==> src/rtl/axi_lite_regfile.sv <==
// axi_lite_regfile
//   AXI4-Lite slave register file. Holds NUM_REGS 32-bit registers at
//   BASE_ADDR + 4*i. It exports every register and a one-cycle write pulse
//   per register to downstream logic.
//
//   Optional feature macro: AXIL_REGFILE_SLVERR_EN
//     defined   : out-of-range accesses answer SLVERR (2'b10).
//     undefined : every access answers OKAY (2'b00).
//
//   Ports
//     aclk, areset            clock (posedge) / async active-high reset
//     aw*, w*, b*             write address / data / response channels
//     ar*, r*                 read address / data channels
//     reg_out                 register i on [32i+31:32i]
//     wr_pulse                bit i pulses for one cycle when register i is written
//
//   Handshake: a transfer happens on a rising edge where valid and ready are
//   both high. Once raised, the slave holds bvalid/bresp and rvalid/rdata/rresp
//   stable until the matching ready is seen. All outputs come from flops.
module axi_lite_regfile #(
  parameter int unsigned NUM_REGS    = 8,
  parameter logic [31:0] BASE_ADDR   = 32'h0000_0000,
  parameter logic [31:0] RESET_VALUE = 32'h0000_0000
) (
  input  logic                     aclk,
  input  logic                     areset,
  input  logic [31:0]              awaddr,
  input  logic [2:0]               awprot,
  input  logic                     awvalid,
  output logic                     awready,
  input  logic [31:0]              wdata,
  input  logic [3:0]               wstrb,
  input  logic                     wvalid,
  output logic                     wready,
  output logic [1:0]               bresp,
  output logic                     bvalid,
  input  logic                     bready,
  input  logic [31:0]              araddr,
  input  logic [2:0]               arprot,
  input  logic                     arvalid,
  output logic                     arready,
  output logic [31:0]              rdata,
  output logic [1:0]               rresp,
  output logic                     rvalid,
  input  logic                     rready,
  output logic [32*NUM_REGS-1:0]   reg_out,
  output logic [NUM_REGS-1:0]      wr_pulse
);

  localparam int unsigned IDX_W = (NUM_REGS > 1) ? $clog2(NUM_REGS) : 1;
  localparam logic [31:0] SPAN  = 32'(4 * NUM_REGS);
  localparam logic [1:0]  RESP_OKAY = 2'b00;
`ifdef AXIL_REGFILE_SLVERR_EN
  localparam logic [1:0]  RESP_MISS = 2'b10;
`else
  localparam logic [1:0]  RESP_MISS = 2'b00;
`endif

  typedef enum logic { W_IDLE, W_RESP } w_state_t;
  typedef enum logic { R_IDLE, R_DATA } r_state_t;

  w_state_t w_state, w_next;
  r_state_t r_state, r_next;

  logic [31:0] regs [NUM_REGS];

  // Write holding registers: AW and W are captured independently.
  logic        aw_held, w_held;
  logic [31:0] aw_addr_q, w_data_q;
  logic [3:0]  w_strb_q;

  // Decode: the subtraction wraps, so addresses below BASE_ADDR land far out
  // of range and miss.
  logic [31:0]      w_off, r_off;
  logic             w_hit, r_hit;
  logic [IDX_W-1:0] w_idx, r_idx;

  assign w_off = aw_addr_q - BASE_ADDR;
  assign w_hit = (w_off < SPAN);
  assign w_idx = w_off[IDX_W+1:2];
  assign r_off = araddr - BASE_ADDR;
  assign r_hit = (r_off < SPAN);
  assign r_idx = r_off[IDX_W+1:2];

  // Protection bits carry no meaning for this slave.
  logic unused_prot;
  assign unused_prot = ^{awprot, arprot};

  // ---------------- write FSM ----------------
  always_ff @(posedge aclk or posedge areset) begin
    if (areset) w_state <= W_IDLE;
    else        w_state <= w_next;
  end

  always_comb begin
    w_next = w_state;
    case (w_state)
      W_IDLE: if (aw_held && w_held) w_next = W_RESP;
      W_RESP: if (bready)            w_next = W_IDLE;
      default: w_next = W_IDLE;
    endcase
  end

  always_ff @(posedge aclk or posedge areset) begin
    if (areset) begin
      awready   <= 1'b0;
      wready    <= 1'b0;
      bvalid    <= 1'b0;
      bresp     <= RESP_OKAY;
      aw_held   <= 1'b0;
      w_held    <= 1'b0;
      aw_addr_q <= '0;
      w_data_q  <= '0;
      w_strb_q  <= '0;
      wr_pulse  <= '0;
      for (int i = 0; i < NUM_REGS; i++) regs[i] <= RESET_VALUE;
    end else begin
      wr_pulse <= '0;
      case (w_state)
        W_IDLE: begin
          if (aw_held && w_held) begin
            aw_held <= 1'b0;
            w_held  <= 1'b0;
            bvalid  <= 1'b1;
            bresp   <= w_hit ? RESP_OKAY : RESP_MISS;
            if (w_hit) begin
              for (int k = 0; k < 4; k++)
                if (w_strb_q[k]) regs[w_idx][8*k +: 8] <= w_data_q[8*k +: 8];
              wr_pulse[w_idx] <= 1'b1;
            end
          end else begin
            if (awvalid && awready) begin
              aw_addr_q <= awaddr;
              aw_held   <= 1'b1;
            end
            if (wvalid && wready) begin
              w_data_q <= wdata;
              w_strb_q <= wstrb;
              w_held   <= 1'b1;
            end
            // Ready stays low from capture until the response completes;
            // this also raises it on the first edge after reset.
            awready <= !(aw_held || (awvalid && awready));
            wready  <= !(w_held  || (wvalid  && wready));
          end
        end
        W_RESP: begin
          if (bready) begin
            bvalid  <= 1'b0;
            awready <= 1'b1;
            wready  <= 1'b1;
          end
        end
        default: ;
      endcase
    end
  end

  // ---------------- read FSM ----------------
  always_ff @(posedge aclk or posedge areset) begin
    if (areset) r_state <= R_IDLE;
    else        r_state <= r_next;
  end

  always_comb begin
    r_next = r_state;
    case (r_state)
      R_IDLE: if (arvalid && arready) r_next = R_DATA;
      R_DATA: if (rready)             r_next = R_IDLE;
      default: r_next = R_IDLE;
    endcase
  end

  // Sampling regs on the same edge as a write returns the pre-write value.
  always_ff @(posedge aclk or posedge areset) begin
    if (areset) begin
      arready <= 1'b0;
      rvalid  <= 1'b0;
      rdata   <= '0;
      rresp   <= RESP_OKAY;
    end else begin
      case (r_state)
        R_IDLE: begin
          if (arvalid && arready) begin
            rdata   <= r_hit ? regs[r_idx] : 32'h0;
            rresp   <= r_hit ? RESP_OKAY : RESP_MISS;
            rvalid  <= 1'b1;
            arready <= 1'b0;
          end else begin
            arready <= 1'b1;
          end
        end
        R_DATA: begin
          if (rready) begin
            rvalid  <= 1'b0;
            arready <= 1'b1;
          end
        end
        default: ;
      endcase
    end
  end

  for (genvar g = 0; g < NUM_REGS; g++) begin : g_out
    assign reg_out[32*g +: 32] = regs[g];
  end

endmodule

==> config.mk <==
export PLATFORM = sky130hd
export DESIGN_NAME = axi_lite_regfile
export DESIGN_NICKNAME = d
export VERILOG_FILES = /design/src/rtl/axi_lite_regfile.sv
export SDC_FILE = /design/constraint.sdc
export NUM_CORES = 1
export LEC_CHECK = 0
export CAP_MARGIN = 20
export CORE_MARGIN = 3
export CORE_UTILIZATION = 45
export DETAILED_ROUTE_END_ITERATION = 10
export PLACE_DENSITY = 0.76
export SLEW_MARGIN = 30
export SYNTH_ARGS = -nofsm -noshare
export SYNTH_HDL_FRONTEND = slang
export SYNTH_SLANG_ARGS = --single-unit
==> constraint.sdc <==
create_clock -name aclk -period 22.1 [get_ports aclk]
set_clock_uncertainty 0.15 [all_clocks]
set_input_delay 3.315 -clock aclk [delete_from_list [all_inputs] [get_ports aclk]]
set_output_delay 3.315 -clock aclk [all_outputs]
set_load 0.02 [all_outputs]
==> flow_summary.toml, run 1 <==
[setup_path]
cp-start-kind = "primary input"
endpoint_kind = "async pin"
crit_path_frequent_cell = "buf_4"
critical_path_required_ns = 22.47
critical_path_buf_inv_count = 5
slowest_delay_ns = 0.81
cp_slowest_cell = "buf_4"
cp_cell_sequence = "clkdlybuf4s50_1 > inv_8 > buf_4 > buf_6 > buf_4"
critPathKind = "primary input to async pin"
cp_max_fo = 104
cp_data_arrival_time_ns = 6.57
crit_family = "buffers and inverters"

[layout]
final_cells = 1905
drive_above_1_share_pct = 35.0
final_cell_mix = "400 x clkdlybuf4s50_1, 371 x dfrtp_1, 322 x mux2_2, 64 x mux4_2, 45 x nand2_1"
multi_input_area_um2 = 6730
final_util_pct = 63.2
fin_nets = 1532
area_delta_synth_final_pct = 36.4
fillers = 2609
ff_latch_area_um2 = 9280
final_common_cell = "clkdlybuf4s50_1"
design_area_um2 = 22100

[route]
drc = 0
wire_per_inst_um = 24.0
vias = 10600
vias_per_cell = 5.56
drt_iter0_markers = 403
wl_um = 45800
drtAntennaViolNets = 0
drt_first_pass_iters = 4

[die]
die_h_um = 196
placementRows = 68
io_pins = 418
die_w_um = 196
dieArea_um2 = 38300
start_util_pct = 46.3
core_area_um2 = 35000

[synth]
synthDistinctLibCells = 32
ys.flop_type = "dfrtp_1"
synth_enable_flop_cells = 0
async_reset_ff_share_pct = 100
ys_warn_count = 0
ys_ff_latch = 371
yosysSeqAreaShare_pct = 57.3
synthCells = 1001
syn_area_per_cell_um2 = 16.2
syn_area_um2 = 16200

[timing]
finalCritPeriodShare_pct = 28.0
final_max_slew_viol_count = 0
min_period_ns = 6.20
max_slew_margin_pct = 36.7
tns_ns = 0
worstMarginPinSlew_ns = 0.942
rsz0062_at_grt = "no"
fmax_ghz = 0.161
finalSetupViolCount = 0
fin_hold_ws_ns = 0.328
hold_viol_final = 0

[pwr]
leakage_nw = 9.90
ir_drop_mv = 0.0718
powerDensity_nw_per_um2 = 80.0

[global_route]
grt_max_degree = 105
grt_pass1_vias = 11200
antenna_found_initial = 5
grt_first_pass_wirelength_um = 69700
overflow = 0
track_usage_pct = 23.5

[cts]
post_cts_resized = 0
path_clk_slew_ns = 0.06
htreeDepth = 2
cts_made_buffers = 40
clock_latency_ns = 0.52
cts_sinks = 371
hold_buffers = 0
cts_tree = "done"
cts_setup_buffers = 0
root_buffer = "clkbuf_16"
clockBufferDepth = 3

[flow_run]
max_cap_violations = 0

[placed_design]
post-dp-hpwl_um = 31000
post-place-cells = 1832
port_buffers = 403
placed_area_um2 = 20800
place.gp.congestion = 0.787

[status]
status = "finished clean"

[min_path]
hold_class = "register to register"
[worst paths after layout]
| check | start | to | slack (ns) | cells after the start |
|---|---|---|---|---|
| hold / removal | rdata[11] | rdata[11] | 0.33 | 2 |
| max in group aclk | araddr[2] | rdata[15] | 16.83 | 5 |
| setup reg to reg | aw_addr_q[14] | reg_out[12] | 19.11 | 5 |
| min in group asynchronous | areset | rdata[29] | 3.14 | 2 |
| hold reg to reg | rdata[11] | rdata[11] | 0.33 | 2 |
| setup / recovery | areset | w_data_q[10] | 15.90 | 5 |
[metrics by stage]
step	worst slack [ns]	power, mW
floorplan	8.33	1.01
global placement	14.95	1.10
detailed placement	14.89	1.11
CTS	15.45	1.79
global route	15.40	1.85
finish	15.90	1.77
[sequential cells by signal (all words and copies together), names as in the netlist]
signal / flops
aw_addr_q: 30
w_data_q: 32
aw_held: 1
r_state: 1
reg_out: 256
w_held: 1
w_strb_q: 4
arready: 1
rvalid: 1
rdata: 32
bvalid: 1
wr_pulse: 8
wready: 1
w_state: 1
awready: 1
[report_power, final]
part | switching [mW] | internal [mW]
sequential | 0.0984 | 0.750
combinational | 0.141 | 0.113
clock | 0.264 | 0.401
[tightest hold or removal path: stages (launching register included)]
cell,delay (ns)
dfrtp_1,0.34
nand2_1,0.05
o21ai_0,0.06
[cell families (layout without fill, tap and decap cells)]
| group | count (synthesis) | in the layout | share of synthesized area (%) |
|---|---|---|---|
| AO/OA/AOI/OAI | 47 | 47 | 1.55 |
| buffers and inverters | 50 | 495 | 1.39 |
| flip-flops | 371 | 371 | 57.3 |
| multiplexers | 418 | 418 | 33.3 |
| other | 1 | 5 | 0.0232 |
| AND/OR/NAND/NOR | 114 | 114 | 6.46 |
[layout make-up]
type / count / area share (%)
inverters: 5 / 0.119
diodes: 1 / 0.0113
clock buffers: 60 / 5.47
well taps: 455 / 2.58
multi-input cells: 583 / 30.5
clock inverters: 12 / 0.538
repair buffers: 418 / 18.8
flip-flops and latches: 371 / 42.0
[cell usage after synthesis, drive strengths merged (2+ instances only)]
master  number  area, um^2
a21oi        3        15.0
a31oi        3        18.8
buf         20         113
clkbuf      25        93.8
dfrtp      371        9280
inv          5        18.8
mux2       322        3630
mux2i       32         320
mux4        64        1440
nand2       45         169
nand2b       2        12.5
nand3        2        10.0
nand4        3        25.0
nor2         3        11.3
nor3         9        45.0
nor4        45         736
o21ai       36         180
or2          2        12.5
[metal layers]
metal  global-route usage (%)  routed length (um)  up-vias
li1                         -                   -     4610
met1                     29.7               18200     5534
met2                     39.8               22600      343
met3                     6.35                3430       90
met4                     7.50                1490        8
met5                        0                  55        -
(Power assumes the default switching activity.)
==> run 2: changes to the inputs <==
Settings changed: PLACE_DENSITY 0.76 to 0.79.
Clock period 22.1 ns to 5.3 ns, I/O delays scaled along.
==> run 2 against run 1 <==
  * Routed wire length up 1.2%
  * Die area unchanged
  * Clock power rose to 4.0 times the previous value
  * First-iteration DRC count down 6.5%
  * Clock-buffer cell count down 2
  * Register-to-register slack worse by 17 ns
  * Sequential power rose to 4.2 times the previous value
  * Largest power group unchanged
  * Highest routed layer unchanged
==> flow_summary.toml, run 2 (same netlist as run 1, synthesis figures left out) <==
[status]
status = "finished clean"

[placed_design]
pre_cts_slack_ns = 2.03
placed_area_um2 = 20800
port_buffers = 403
post-dp-hpwl_um = 31700
place.gp.congestion = 0.795

[setup_path]
regToRegSetupSlack_ns = 2.20
r2r_end = "reg_out[34]"
cp-start-kind = "register"
critical_path_required_ns = 5.53
cp_max_fo = 33
cp_data_arrival_time_ns = 3.33
critPathKind = "register to register"
timing.rr.start = "aw_addr_q[16]"
r2r_cells = 5
endpoint_kind = "register"

[cts]
root_buffer = "clkbuf_16"
clockBufferDepth = 3
cts_made_buffers = 39
post_cts_resized = 0
hold_buffers = 0
cts_tree = "done"
htreeDepth = 2
path_clk_slew_ns = 0.06
cts_setup_buffers = 0
cts_sinks = 371
clock_latency_ns = 0.52

[pwr]
pwr-share-clk_pct = 36.4
powerDensity_nw_per_um2 = 330
p_comb_share_pct = 14.8
power_switching_mw = 2.08
internal-power_mw = 5.19
ir_drop_mv = 0.293
leakage_nw = 9.89
pwr-share-seq_pct = 48.7
swShare_pct = 28.6
design_power_total_mw = 7.27

[layout]
drive_above_1_share_pct = 34.7
final_cell_mix = "400 x clkdlybuf4s50_1, 371 x dfrtp_1, 322 x mux2_2, 64 x mux4_2, 45 x nand2_1"
fin_nets = 1536
largest_reg_flops = 256
fillers = 2604
n_antenna_cell = 0
final_util_pct = 63.1
area_delta_synth_final_pct = 36.3
final_common_cell = "clkdlybuf4s50_1"
design_area_um2 = 22100

[timing]
final_max_slew_viol_count = 0
hold_viol_final = 0
rsz0062_at_grt = "no"
max_slew_margin_pct = 31.8
finalCritPeriodShare_pct = 58.4
min_period_ns = 3.10
finalSetupViolCount = 0
fin_ws_ns = 2.20
worstMarginPinSlew_ns = 1.02
fmax_ghz = 0.323

[route]
wl_um = 46300
drtAntennaViolNets = 0
drt_first_pass_iters = 4
drt_iter0_markers = 377
drc = 0
vias = 10600
vias_per_cell = 5.58
wire_per_inst_um = 24.4

[global_route]
track_usage_pct = 23.9
overflow = 0
grt_max_degree = 140
antenna_found_initial = 1
grt_first_pass_wirelength_um = 70900
grt_pass1_vias = 11300

[die]
core_area_um2 = 35000
placementRows = 68
die_w_um = 196
dieArea_um2 = 38300
start_util_pct = 46.3
die_h_um = 196
io_pins = 418

[min_path]
whs_path_depth = 2
hold_class = "register to register"
hold-path-endpoint = "rdata[20]"
min_from = "rdata[20]"

[flow_run]
max_cap_violations = 0
[run 2: cell types whose count changed in the layout (fill, tap and decap cells not counted)]
cell	before	now
clkinv_4	1	0
clkinv_2	7	5
diode_2	1	0
clkbuf_8	11	6
clkinvlp_4	2	1
buf_4	14	17
buf_12	1	5
buf_6	2	0
inv_8	1	0
clkbuf_1	8	11
[run 2: power by group through the flow]
stage	Sequential, mW	Combinational (mW)	Clock (mW)
CTS	3.53	1.09	2.71
global placement	3.55	1.05	0
floorplan	3.44	0.768	0
detailed placement	3.58	1.09	0
finish	3.55	1.08	2.65
global route	3.60	1.17	2.83
[run 2: routing by layer]
metal	track usage, %	share of wire, %
met1	31.7	41
met2	39.6	49
met3	6.34	7.3
met4	5.62	2.2
met5	0	0.043
[run 2: area by class of cell]
type	instances	area, um^2	share of cell area [%]
Multi-Input combinational cell	583	6730	30.5
Clock buffer	58	1150	5.21
Tap cell	455	569	2.58
Inverter	5	22.5	0.102
Clock inverter	7	85.1	0.385
Sequential cell	371	9280	42.1
Timing Repair Buffer	423	4240	19.2
[run 2: worst max-delay path by stage]
stage,start,endpoint,slack [ns],cells past startpoint
after global routing,aw_addr_q[16],reg_out[39],2.07,5
final,aw_addr_q[16],reg_out[34],2.20,5
after global placement,araddr[29],rdata[0],1.66,6
after CTS,aw_addr_q[16],reg_out[123],2.17,5
after floorplan,areset,arready,-0.63,1
after detailed placement,araddr[29],rdata[30],2.03,7
[run 2: stage by stage]
step | instances | setup TNS [ns] | hold slack, ns
finish | 1902 | 0 | 0.325
global placement | 1836 | 0 | 0.311
global route | 1902 | 0 | 0.362
CTS | 1902 | 0 | 0.333
detailed placement | 1837 | 0 | 0.320
floorplan | 1004 | -231.93 | 0.330
[run 2: worst max-delay path, cell delays in order (launching register included)]
cell and delay, ns:
dfrtp_1 0.38, nor4_1 0.50, nand4_4 0.18, buf_4 0.41
nor4_4 0.89, mux2_2 0.42
==> run 3: changes to the inputs <==
Settings changed: PLACE_DENSITY 0.79 to 0.76.
Clock period 5.3 ns to 3.15 ns, I/O delays scaled along.
==> run 3 against run 2 <==
  * Sequential power rose by 67%
  * Final cell count grew 2.5%
  * Utilization rose by 1.4 points
  * Clock power grew 77%
  * Final area is 2.2% higher
  * Power grew 72%
  * Routed wire length is 2.8% higher
  * First-iteration DRC count down 9.3%
  * Combinational power up 75%
  * Register-to-register slack worse by 1.6 ns
  * Flip-flop and latch count unchanged
  * Critical endpoint is now reg_out[226]
  * Largest power group unchanged
==> flow_summary.toml, run 3 (same netlist as run 1, synthesis figures left out) <==
[status]
status = "finished clean"

[layout]
ff_latch_area_um2 = 9280
largest_reg_flops = 256
multi_input_area_um2 = 6720
area_delta_synth_final_pct = 39.3
fillers = 2595
final_cell_mix = "400 x clkdlybuf4s50_1, 371 x dfrtp_1, 322 x mux2_2, 64 x mux4_2, 53 x buf_4"
fin_nets = 1580
final_common_cell = "clkdlybuf4s50_1"
drive_above_1_share_pct = 36.8

[timing]
max_slew_margin_pct = 41.8
finalSetupViolCount = 0
fin_hold_ws_ns = 0.207
finalCritPeriodShare_pct = 79.8
rsz0062_at_grt = "no"
worstMarginPinSlew_ns = 0.870
fmax_ghz = 0.398
tns_ns = 0
hold_viol_final = 0
final_max_slew_viol_count = 0
min_period_ns = 2.51

[setup_path]
cp-start-kind = "register"
cp_data_arrival_time_ns = 2.76
critPathKind = "register to register"
cp_cell_sequence = "nor4_1 > nand4_4 > buf_12 > nor4_4 > buf_4 > mux2_2"
cp_max_fo = 33
critical_path_required_ns = 3.40
crit_family = "simple AND/OR/NAND/NOR gates"
endpoint_kind = "register"
cp_slowest_cell = "nor4_1"
critical_path_buf_inv_count = 2
slowest_delay_ns = 0.48

[route]
wl_um = 47600
drt_first_pass_iters = 5
routed-wl-met2_um = 23800
vias_per_cell = 5.51
drtAntennaViolNets = 0
top_layer_used = "met4"
drc = 0
vias = 10700
wl_met1_um = 19000
wire_per_inst_um = 24.4
wl_met3_um = 3780
drt_iter0_markers = 342

[pwr]
leakage_nw = 10.2
powerDensity_nw_per_um2 = 555
ir_drop_mv = 0.571

[cts]
path_clk_slew_ns = 0.06
clockBufferDepth = 3
cts_setup_buffers = 0
hold_buffers = 0
cts_made_buffers = 40
cts_tree = "done"
clock_latency_ns = 0.53
htreeDepth = 2
root_buffer = "clkbuf_16"
cts_sinks = 371
post_cts_resized = 0

[placed_design]
post-dp-hpwl_um = 32500
port_buffers = 403
place.gp.congestion = 0.780

[flow_run]
max_cap_violations = 0

[global_route]
grt_pass1_vias = 11600
overflow = 0
antenna_found_initial = 2
grt_first_pass_wirelength_um = 72900
grt_max_degree = 91
track_usage_pct = 24.6

[die]
placementRows = 68
die_w_um = 196
start_util_pct = 46.3
core_area_um2 = 35000
io_pins = 418
die_h_um = 196
dieArea_um2 = 38300

[min_path]
hold_class = "primary input to async pin"
[run 3: cell types whose count changed in the layout (fill, tap and decap cells not counted), sizes merged]
cell / previous run / this run
clkbuf: 58 / 56
diode: 0 / 2
buf: 23 / 66
bufinv: 2 / 4
clkinvlp: 1 / 2
inv: 4 / 6
[run 3: worst register-to-register path, cell delays in order (launching register included)]
cell and delay [ns]:
dfrtp_1 0.37, nor4_1 0.48, nand4_4 0.20, buf_12 0.27, nor4_4 0.30, buf_4 0.26, mux2_2 0.36
[run 3: final timing paths]
path | from | end | slack [ns] | depth (start not counted)
worst max-delay path | aw_addr_q[16] | reg_out[226] | 0.64 | 6
worst min-delay path | areset | w_data_q[27] | 0.21 | 2
worst max register to register | aw_addr_q[16] | reg_out[226] | 0.64 | 6
worst min register to register | rdata[4] | rdata[4] | 0.33 | 2
max in group asynchronous | areset | aw_addr_q[10] | 1.74 | 4
min in group aclk | rdata[4] | rdata[4] | 0.33 | 2
[run 3: per-stage QoR]
stage          total power [mW]  util, %  instance area (um^2)  std cells  worst slack (ns)
3_3_place_gp               7.83     60.8                 21200       1880             0.627
5_1_grt                    13.1     64.5                 22600       1950             0.464
4_1_cts                    12.7     64.5                 22600       1948             0.582
3_5_place_dp               7.92     60.8                 21200       1880             0.589
6_report                   12.5     64.5                 22600       1950             0.637
2_1_floorplan              7.08        -                 16200       1004             -2.45
[run 3: metal layers]
metal / vias to the layer above / track usage (%)
li1: 4687 / -
met1: 5611 / 32.0
met2: 372 / 41.6
met3: 78 / 6.71
met4: 0 / 5.65
met5: - / 0
[run 3: power breakdown]
| part | leakage (nW) | switching, mW | internal [mW] | total [mW] |
|---|---|---|---|---|
| Combinational | 4.52 | 1.04 | 0.843 | 1.89 |
| Clock | 0.644 | 1.85 | 2.85 | 4.70 |
| Sequential | 5.02 | 0.682 | 5.26 | 5.94 |
| Total | 10.2 | 3.58 | 8.95 | 12.5 |
[run 3: final cells by class]
class / count / area share [%]
timing repair buffer: 466 / 20.6
sequential: 371 / 41.1
clock buffer: 56 / 5.06
tap: 455 / 2.52
multi-input combinational: 583 / 29.8
antenna: 2 / 0.0222
inverter: 5 / 0.0998
clock inverter: 12 / 0.754
